==> src/rtl/fetch_pkg.sv <==
// Shared types and widths for the instruction fetch queue.
package fetch_pkg;

  localparam int unsigned INST_W = 32;
  localparam int unsigned ADDR_W = 32;

  // Fetch control states.
  typedef enum logic [1:0] {
    StIdle,
    StFetch,
    StDrain
  } fetch_state_e;

  // One queued instruction together with the address it was fetched from.
  typedef struct packed {
    logic [INST_W-1:0] inst;
    logic [ADDR_W-1:0] pc;
  } fetch_entry_t;

endpackage

==> src/rtl/inst_fetch_queue_if.sv <==
// Bundle of the fetch unit's memory, redirect and decode-side signals.
// master: the fetch unit. slave: the environment (memory, branch unit, decode).
interface inst_fetch_queue_if;
  import fetch_pkg::*;

  logic              imem_req;
  logic [ADDR_W-1:0] imem_addr;
  logic              imem_gnt;
  logic              imem_rvalid;
  logic [INST_W-1:0] imem_rdata;
  logic              redirect_valid;
  logic [ADDR_W-1:0] redirect_pc;
  logic              inst_valid;
  logic              inst_ready;
  logic [INST_W-1:0] inst;
  logic [ADDR_W-1:0] inst_pc;
  logic              fetch_err;

  modport master (
    output imem_req, imem_addr, inst_valid, inst, inst_pc, fetch_err,
    input  imem_gnt, imem_rvalid, imem_rdata, redirect_valid, redirect_pc, inst_ready
  );

  modport slave (
    input  imem_req, imem_addr, inst_valid, inst, inst_pc, fetch_err,
    output imem_gnt, imem_rvalid, imem_rdata, redirect_valid, redirect_pc, inst_ready
  );

endinterface

==> src/rtl/fetch_fifo.sv <==
// Synchronous in-order FIFO of fetched instructions with flush.
// Pointers carry one extra wrap bit so full and empty are exact.
module fetch_fifo
  import fetch_pkg::*;
#(
  parameter int unsigned DEPTH = 4,
  localparam int unsigned AW = $clog2(DEPTH)
) (
  input  logic         i_clk,
  input  logic         i_reset,
  input  logic         i_flush,
  input  logic         i_push,
  input  fetch_entry_t i_entry,
  input  logic         i_pop,
  output fetch_entry_t o_entry,
  output logic [AW:0]  o_count,
  output logic         o_full,
  output logic         o_empty
);

  fetch_entry_t r_mem [DEPTH];
  logic [AW:0]  r_wr_ptr;
  logic [AW:0]  r_rd_ptr;
  logic         w_do_push;
  logic         w_do_pop;

  assign o_count   = r_wr_ptr - r_rd_ptr;
  assign o_empty   = (r_wr_ptr == r_rd_ptr);
  assign o_full    = (o_count == (AW + 1)'(DEPTH));
  assign w_do_push = i_push & ~o_full & ~i_flush;
  assign w_do_pop  = i_pop & ~o_empty & ~i_flush;
  assign o_entry   = r_mem[r_rd_ptr[AW-1:0]];

  // Pointer update; flush and reset both empty the queue.
  always_ff @(posedge i_clk) begin
    if (i_reset || i_flush) begin
      r_wr_ptr <= '0;
      r_rd_ptr <= '0;
    end else begin
      if (w_do_push) r_wr_ptr <= r_wr_ptr + 1'b1;
      if (w_do_pop)  r_rd_ptr <= r_rd_ptr + 1'b1;
    end
  end

  // Storage write; contents need no reset since empty hides them.
  always_ff @(posedge i_clk) begin
    if (w_do_push) r_mem[r_wr_ptr[AW-1:0]] <= i_entry;
  end

endmodule

==> src/rtl/inst_fetch_queue.sv <==
// Instruction fetch stage: owns the PC, requests words from instruction memory under a
// credit limit, queues responses in order and hands them to decode. A redirect flushes the
// queue and discards responses still in flight.
// Optional: FETCH_MISALIGN_CHECK_EN flags misaligned redirect targets on fetch_err and parks
// fetch; without it fetch_err is 0 and the low two address bits are forced to 0.
module inst_fetch_queue
  import fetch_pkg::*;
#(
  parameter int unsigned       DEPTH    = 4,
  parameter logic [ADDR_W-1:0] RESET_PC = 32'h0000_0000,
  parameter int unsigned       PC_STEP  = 4
) (
  input logic                clk,
  input logic                reset,
  inst_fetch_queue_if.master fetch_bus
);

  localparam int unsigned CW = $clog2(DEPTH) + 1;

  fetch_state_e      r_state, w_state_d;
  logic [ADDR_W-1:0] r_pc, w_pc_d;
  logic [ADDR_W-1:0] r_resp_pc, w_resp_pc_d;
  logic [CW-1:0]     r_out, w_out_d;
  logic [CW-1:0]     r_discard, w_discard_d;
  logic              r_err, w_err_d;

  logic [CW-1:0]     w_count;
  logic              w_full;
  logic              w_empty;
  fetch_entry_t      w_head;
  fetch_entry_t      w_push_entry;
  logic              w_req;
  logic              w_grant;
  logic              w_accept;
  logic              w_redirect;
  logic              w_misalign;
  logic [ADDR_W-1:0] w_redir_pc;
  logic [CW-1:0]     w_pending;
  logic [CW:0]       w_credit;

`ifdef FETCH_MISALIGN_CHECK_EN
  assign w_redir_pc = fetch_bus.redirect_pc;
  assign w_misalign = |fetch_bus.redirect_pc[1:0];
`else
  logic w_unused_lsbs;
  assign w_unused_lsbs = ^fetch_bus.redirect_pc[1:0];
  assign w_redir_pc    = {fetch_bus.redirect_pc[ADDR_W-1:2], 2'b00};
  assign w_misalign    = 1'b0;
`endif

  assign w_redirect = fetch_bus.redirect_valid;
  // Queued plus in-flight words never exceed DEPTH, so responses always find a slot.
  assign w_credit   = (CW + 1)'(w_count) + (CW + 1)'(r_out);
  assign w_req      = (r_state == StFetch) && (w_credit < (CW + 1)'(DEPTH));
  assign w_grant    = w_req & fetch_bus.imem_gnt;
  assign w_accept   = fetch_bus.imem_rvalid & (r_discard == '0);
  // Everything still owed by memory once this cycle's grant and response are counted.
  assign w_pending  = r_discard + r_out + CW'(w_grant) - CW'(fetch_bus.imem_rvalid);

  assign w_push_entry = '{inst: fetch_bus.imem_rdata, pc: r_resp_pc};

  fetch_fifo #(
    .DEPTH(DEPTH)
  ) u_fifo (
    .i_clk   (clk),
    .i_reset (reset),
    .i_flush (w_redirect),
    .i_push  (w_accept & ~w_redirect & ~w_full),
    .i_entry (w_push_entry),
    .i_pop   (fetch_bus.inst_ready & ~w_redirect),
    .o_entry (w_head),
    .o_count (w_count),
    .o_full  (w_full),
    .o_empty (w_empty)
  );

  assign fetch_bus.imem_req   = w_req;
`ifdef FETCH_MISALIGN_CHECK_EN
  assign fetch_bus.imem_addr  = w_req ? r_pc : '0;
`else
  assign fetch_bus.imem_addr  = w_req ? {r_pc[ADDR_W-1:2], 2'b00} : '0;
`endif
  assign fetch_bus.inst_valid = ~w_empty;
  assign fetch_bus.inst       = w_empty ? '0 : w_head.inst;
  assign fetch_bus.inst_pc    = w_empty ? '0 : w_head.pc;
  assign fetch_bus.fetch_err  = r_err;

  // Next-state: redirect overrides everything, otherwise normal grant/response accounting.
  always_comb begin
    w_state_d   = r_state;
    w_pc_d      = r_pc;
    w_resp_pc_d = r_resp_pc;
    w_out_d     = r_out;
    w_discard_d = r_discard;
    w_err_d     = r_err;
    if (w_redirect) begin
      w_pc_d      = w_redir_pc;
      w_resp_pc_d = w_redir_pc;
      w_out_d     = '0;
      w_discard_d = w_pending;
      w_err_d     = w_misalign;
      if (w_pending != '0) begin
        w_state_d = StDrain;
      end else if (w_misalign) begin
        w_state_d = StIdle;
      end else begin
        w_state_d = StFetch;
      end
    end else begin
      if (w_grant) w_pc_d = r_pc + ADDR_W'(PC_STEP);
      if (fetch_bus.imem_rvalid && (r_discard != '0)) w_discard_d = r_discard - 1'b1;
      w_out_d = r_out + CW'(w_grant) - CW'(w_accept);
      // Responses arrive in request order and requests are sequential from the last target.
      if (w_accept) w_resp_pc_d = r_resp_pc + ADDR_W'(PC_STEP);
      unique case (r_state)
        StIdle:  if (!r_err) w_state_d = StFetch;
        StFetch: w_state_d = StFetch;
        StDrain: if (r_discard == '0) w_state_d = r_err ? StIdle : StFetch;
        default: w_state_d = StIdle;
      endcase
    end
  end

  // State registers with synchronous reset.
  always_ff @(posedge clk) begin
    if (reset) begin
      r_state   <= StIdle;
      r_pc      <= RESET_PC;
      r_resp_pc <= RESET_PC;
      r_out     <= '0;
      r_discard <= '0;
      r_err     <= 1'b0;
    end else begin
      r_state   <= w_state_d;
      r_pc      <= w_pc_d;
      r_resp_pc <= w_resp_pc_d;
      r_out     <= w_out_d;
      r_discard <= w_discard_d;
      r_err     <= w_err_d;
    end
  end

endmodule

==> src/flat_wrapper.sv <==
// flat-port wrapper written by rule: the top's interface ports become plain ports
module inst_fetch_queue_flat import fetch_pkg::*;
#(
  parameter int unsigned       DEPTH    = 4,
  parameter logic [ADDR_W-1:0] RESET_PC = 32'h0000_0000,
  parameter int unsigned       PC_STEP  = 4
)
  (clk, reset, fetch_bus_imem_req, fetch_bus_imem_addr, fetch_bus_inst_valid, fetch_bus_inst, fetch_bus_inst_pc, fetch_bus_fetch_err, fetch_bus_imem_gnt, fetch_bus_imem_rvalid, fetch_bus_imem_rdata, fetch_bus_redirect_valid, fetch_bus_redirect_pc, fetch_bus_inst_ready);
  inst_fetch_queue_if fetch_bus_i ();
  input logic clk;
  input logic reset;
  output wire logic [$bits(fetch_bus_i.imem_req)-1:0] fetch_bus_imem_req;
  output wire logic [$bits(fetch_bus_i.imem_addr)-1:0] fetch_bus_imem_addr;
  output wire logic [$bits(fetch_bus_i.inst_valid)-1:0] fetch_bus_inst_valid;
  output wire logic [$bits(fetch_bus_i.inst)-1:0] fetch_bus_inst;
  output wire logic [$bits(fetch_bus_i.inst_pc)-1:0] fetch_bus_inst_pc;
  output wire logic [$bits(fetch_bus_i.fetch_err)-1:0] fetch_bus_fetch_err;
  input wire logic [$bits(fetch_bus_i.imem_gnt)-1:0] fetch_bus_imem_gnt;
  input wire logic [$bits(fetch_bus_i.imem_rvalid)-1:0] fetch_bus_imem_rvalid;
  input wire logic [$bits(fetch_bus_i.imem_rdata)-1:0] fetch_bus_imem_rdata;
  input wire logic [$bits(fetch_bus_i.redirect_valid)-1:0] fetch_bus_redirect_valid;
  input wire logic [$bits(fetch_bus_i.redirect_pc)-1:0] fetch_bus_redirect_pc;
  input wire logic [$bits(fetch_bus_i.inst_ready)-1:0] fetch_bus_inst_ready;
  assign fetch_bus_imem_req = fetch_bus_i.imem_req;
  assign fetch_bus_imem_addr = fetch_bus_i.imem_addr;
  assign fetch_bus_inst_valid = fetch_bus_i.inst_valid;
  assign fetch_bus_inst = fetch_bus_i.inst;
  assign fetch_bus_inst_pc = fetch_bus_i.inst_pc;
  assign fetch_bus_fetch_err = fetch_bus_i.fetch_err;
  assign fetch_bus_i.imem_gnt = fetch_bus_imem_gnt;
  assign fetch_bus_i.imem_rvalid = fetch_bus_imem_rvalid;
  assign fetch_bus_i.imem_rdata = fetch_bus_imem_rdata;
  assign fetch_bus_i.redirect_valid = fetch_bus_redirect_valid;
  assign fetch_bus_i.redirect_pc = fetch_bus_redirect_pc;
  assign fetch_bus_i.inst_ready = fetch_bus_inst_ready;
  inst_fetch_queue #(.DEPTH(DEPTH), .RESET_PC(RESET_PC), .PC_STEP(PC_STEP)) u_core (.clk(clk), .reset(reset), .fetch_bus(fetch_bus_i));
endmodule
==> config.mk <==
export PLATFORM = sky130hd
export DESIGN_NAME = inst_fetch_queue_flat
export DESIGN_NICKNAME = d
export VERILOG_FILES = /design/src/rtl/fetch_pkg.sv /design/src/rtl/inst_fetch_queue_if.sv /design/src/rtl/fetch_fifo.sv /design/src/rtl/inst_fetch_queue.sv /design/src/flat_wrapper.sv
export SDC_FILE = /design/constraint.sdc
export NUM_CORES = 1
export LEC_CHECK = 0
export BUFFER_PORTS_ARGS = -buffer_cell sky130_fd_sc_hd__clkbuf_2
export CORE_ASPECT_RATIO = 0.7
export CORE_MARGIN = 4
export CORE_UTILIZATION = 52
export CTS_CLUSTER_SIZE = 20
export DETAILED_ROUTE_END_ITERATION = 7
export PLACE_DENSITY = 0.81
export SLEW_MARGIN = 15
export SYNTH_ARGS = -nofsm -noshare
export SYNTH_HDL_FRONTEND = slang
export SYNTH_SLANG_ARGS = --single-unit
==> constraint.sdc <==
create_clock -name clk -period 3.3 [get_ports clk]
set_input_delay 0.33 -clock clk [delete_from_list [all_inputs] [get_ports clk]]
set_output_delay 0.33 -clock clk [all_outputs]
set_load 0.02 [all_outputs]
==> impl_metrics.csv <==
group,metric,value,unit
routing,wire_per_inst,20.0,um
hold_path,whs_path_depth,1,
synth,ys_ff_latch,324,
status,violations,"negative setup slack",
job,drv_cap,0,
routing,drcViolationCount,0,
clock_tree,clock-sinks,324,
synth,synth_top_family_by_area,"simple AND/OR/NAND/NOR gates",
power_and_ir_drop,powerDensity,583,nW/um^2
synth,synth-simple-area-share,10.6,%
hold_path,hold_path.class,"input pin to flop",
synth,synth_seq_area_share,64.8,%
placement,place.gp.congestion,0.849,
global_route,grt_pass1_wl,46.8,mm
timing,max_slew_margin,58.1,%
routing,routed.top_layer,"met4",
setup_path,cp-endpoint,"u_core.r_state[0]",
routing,drtIter0Drc,507,
placement,dp_hpwl,19.2,mm
floorplan,rows,49,
synth,synth_cell_types,49,
final_layout,nNetsFinal,1193,
clock_tree,root_buffer,"clkbuf_16",
global_route,grt-ovfl-total,0,
power_and_ir_drop,finalPower,9750,uW
routing,antenna_left,0,
floorplan,die_area,29300,um^2
placement,pre_cts_ws,-0.0476,ns
timing,rsz0062_at_grt,"true",
timing,layout_setup_ws,-0.000288,ns
power_and_ir_drop,power.leakage,0.00595,uW
timing,fmax,0.303,GHz
clock_tree,numCtsBuffers,31,
final_layout,multi_input_area,4660,um^2
routing,dr_wl_met2,13.4,mm
routing,vias_per_cell,5.58,
global_route,grt_max_degree,67,
setup_path,rr_endpoint,"u_core.r_state[0]",
power_and_ir_drop,vdd_drop_max,0.000450,V
final_layout,fin_util,64.4,%
setup_path,rrSetupSlack,-0.0003,ns
final_layout,regArea,8980,um^2
setup_path,crit_start,"u_core.u_fifo.r_wr_ptr[0]",
routing,wl_met1,13.5,mm
timing,skew,0.0205,ns
timing,period_needed,3.30,ns
synth,synth-adder-area-share,2.12,%
clock_tree,cts_tree,"built",
global_route,grt_util_all_layers,20.2,%
placement,portBuffers,161,
status,status,"finished, violations left",
setup_path,worstSetupStartpointType,"flop",
synth,ys_warn_count,0,
setup_path,r2r-start,"u_core.u_fifo.r_wr_ptr[0]",
timing,final-hold-violation-count,0,
final_layout,fill_cells,1860,
synth,synth.area.mux_share,10.2,%
routing,first_pass_iters,5,
setup_path,cp.required,3.79,ns
floorplan,dieHeight,144,um
clock_tree,htreeDepth,1,
setup_path,crit_path_end_kind,"flop",
setup_path,worstSetupPathType,"flop to flop",
routing,routed_wl,29.6,mm
setup_path,arrival,3.79,ns
timing,tightest_slew,0.629,ns
setup_path,crit_fanout,2,
floorplan,dieWidth,203,um
timing,fin_crit_sh,100,%
clock_tree,clkTransAtPathRegs,0.07,ns
synth,syn_area_per_cell,15.4,um^2
synth,synthXorXnorAreaFrac,4.10,%
routing,dr_wl_met3,2.28,mm
synth,syn_area,13800,um^2
timing,setup_violations,1,
routing,num_vias,8277,
synth,synthCells,899,
final_layout,diodes,0,
floorplan,start_util,53.4,%
final_layout,final_common_cell,"edfxtp_1",
clock_tree,clock_path_buffers,3,
floorplan,core_area,25900,um^2
global_route,grt_pass1_vias,8343,
synth,synth_compound_area_share,5.97,%
final_layout,final_cell_mix,"edfxtp_1, clkbuf_2, and2_1, dfxtp_1, mux4_2",
final_layout,drive_gt1_share,30.0,%
clock_tree,clkLatencyLatePin,0.56,ns
global_route,antenna_found_initial,0,
final_layout,area_growth,20.7,%
timing,slew_violations,0,
setup_path,r2r.worst_path.cells,15,
floorplan,io_pins,169,
-- critical path: stages, from the launching register on --
cell and delay (ns):
dfxtp_2 0.32, inv_2 0.06, ha_4 0.12, inv_2 0.03, fa_2 0.34, xnor3_2 0.26, ha_4 0.29, nor2_4 0.03
and3_4 0.19, and2_4 0.14, fa_2 0.33, fa_2 0.36, xor2_2 0.17, xnor2_2 0.16, o31ai_2 0.27, o211a_1 0.18
-- cell type report --
cell class                 count  share of cell area [%]
clock inverter                21                    1.84
multi-input combinational    506                    27.9
clock buffer                  37                    5.03
timing repair buffer         221                    8.46
sequential                   324                    53.7
inverter                      18                   0.404
tap                          357                    2.67
-- synthesized netlist by cell type (all sizes together) --
library cell / number / share of area [%]
and2: 100 / 4.6
nand2: 22 / 0.60
clkinv: 2 / 0.054
conb: 1 / 0.027
a31oi: 1 / 0.045
nand3b: 2 / 0.20
xor2: 36 / 2.3
o21ai: 3 / 0.11
and4: 8 / 0.51
nor3: 11 / 0.40
a41o: 1 / 0.072
o31a: 7 / 0.44
edfxtp: 248 / 54
mux4: 62 / 10
buf: 17 / 0.70
nor2: 21 / 0.57
nand4: 25 / 1.2
fa: 4 / 0.58
a21oi: 8 / 0.29
dfxtp: 76 / 11
and3: 15 / 0.69
clkbuf: 38 / 1.0
mux2i: 1 / 0.072
nand3: 27 / 0.98
a21boi: 49 / 2.7
nor4: 10 / 0.63
o311a: 1 / 0.072
nand2b: 1 / 0.045
a311oi: 2 / 0.25
or3: 2 / 0.090
o211a: 1 / 0.072
a211oi: 2 / 0.11
inv: 16 / 0.43
o21a: 33 / 1.8
xnor2: 26 / 1.6
ha: 17 / 1.5
o31ai: 1 / 0.054
xnor3: 1 / 0.17
nor3b: 1 / 0.090
-- flip-flops by register name, summed over array words and instances, names as in the netlist, named ones only --
| signal | cells |
|---|---|
| u_core.r_discard | 3 |
| u_core.r_out | 3 |
| u_core.r_pc | 30 |
| u_core.r_resp_pc | 30 |
| u_core.r_state | 2 |
| u_core.u_fifo.r_mem | 248 |
| u_core.u_fifo.r_rd_ptr | 3 |
| u_core.u_fifo.r_wr_ptr | 3 |
-- logic make-up (layout without fill, tap and decap cells) --
kind of cell / count (synthesis) / in the layout
AO/OA/AOI/OAI: 109 / 109
XOR/XNOR: 63 / 63
adder cells (fa/ha/maj): 21 / 21
buffers and inverters: 73 / 297
flip-flops: 324 / 324
multiplexers: 63 / 63
other: 1 / 5
AND/OR/NAND/NOR: 245 / 245
-- metrics by stage --
stage	hold slack (ns)	setup TNS, ns	instances	cell area [um^2]
floorplan	0.399	-0.173	903	13900
global placement	0.478	-0.000800	1395	15200
detailed placement	0.484	-0.0905	1395	15200
CTS	0.00195	0	1483	16700
global route	0.00511	-0.379	1484	16700
finish	0.0126	-0.000288	1484	16700
-- where the power goes --
part / switching, uW / internal [uW] / total [uW]
Combinational: 610 / 497 / 1110
Clock: 1530 / 2380 / 3910
Sequential: 151 / 4580 / 4730
-- what timing repair did --
item	CTS	global route
pin swaps	1	6
setup buffers	0	1
gates resized for setup	2	4
hold buffers	30	0
hold endpoints to repair	120	0
setup endpoints to repair	32	33
-- worst min path at each step --
stage	startpoint	to
2_1_floorplan	reset	u_core.r_state[1]
3_5_place_dp	u_core.u_fifo.r_rd_ptr[1]	flop
5_1_grt	fetch_bus_imem_rdata[24]	u_core.u_fifo.r_mem[0][56]
4_1_cts	fetch_bus_imem_rdata[24]	u_core.u_fifo.r_mem[0][56]
3_3_place_gp	u_core.u_fifo.r_rd_ptr[1]	flop
6_report	fetch_bus_imem_rdata[24]	u_core.u_fifo.r_mem[0][56]
-- routing by layer --
layer | GRT usage, % | vias up
met5 | 0 | -
met4 | 3.75 | 0
met3 | 3.83 | 39
met2 | 31.9 | 348
met1 | 30.2 | 4076
li1 | - | 3814
No activity file was read; power rests on OpenSTA's default activity.
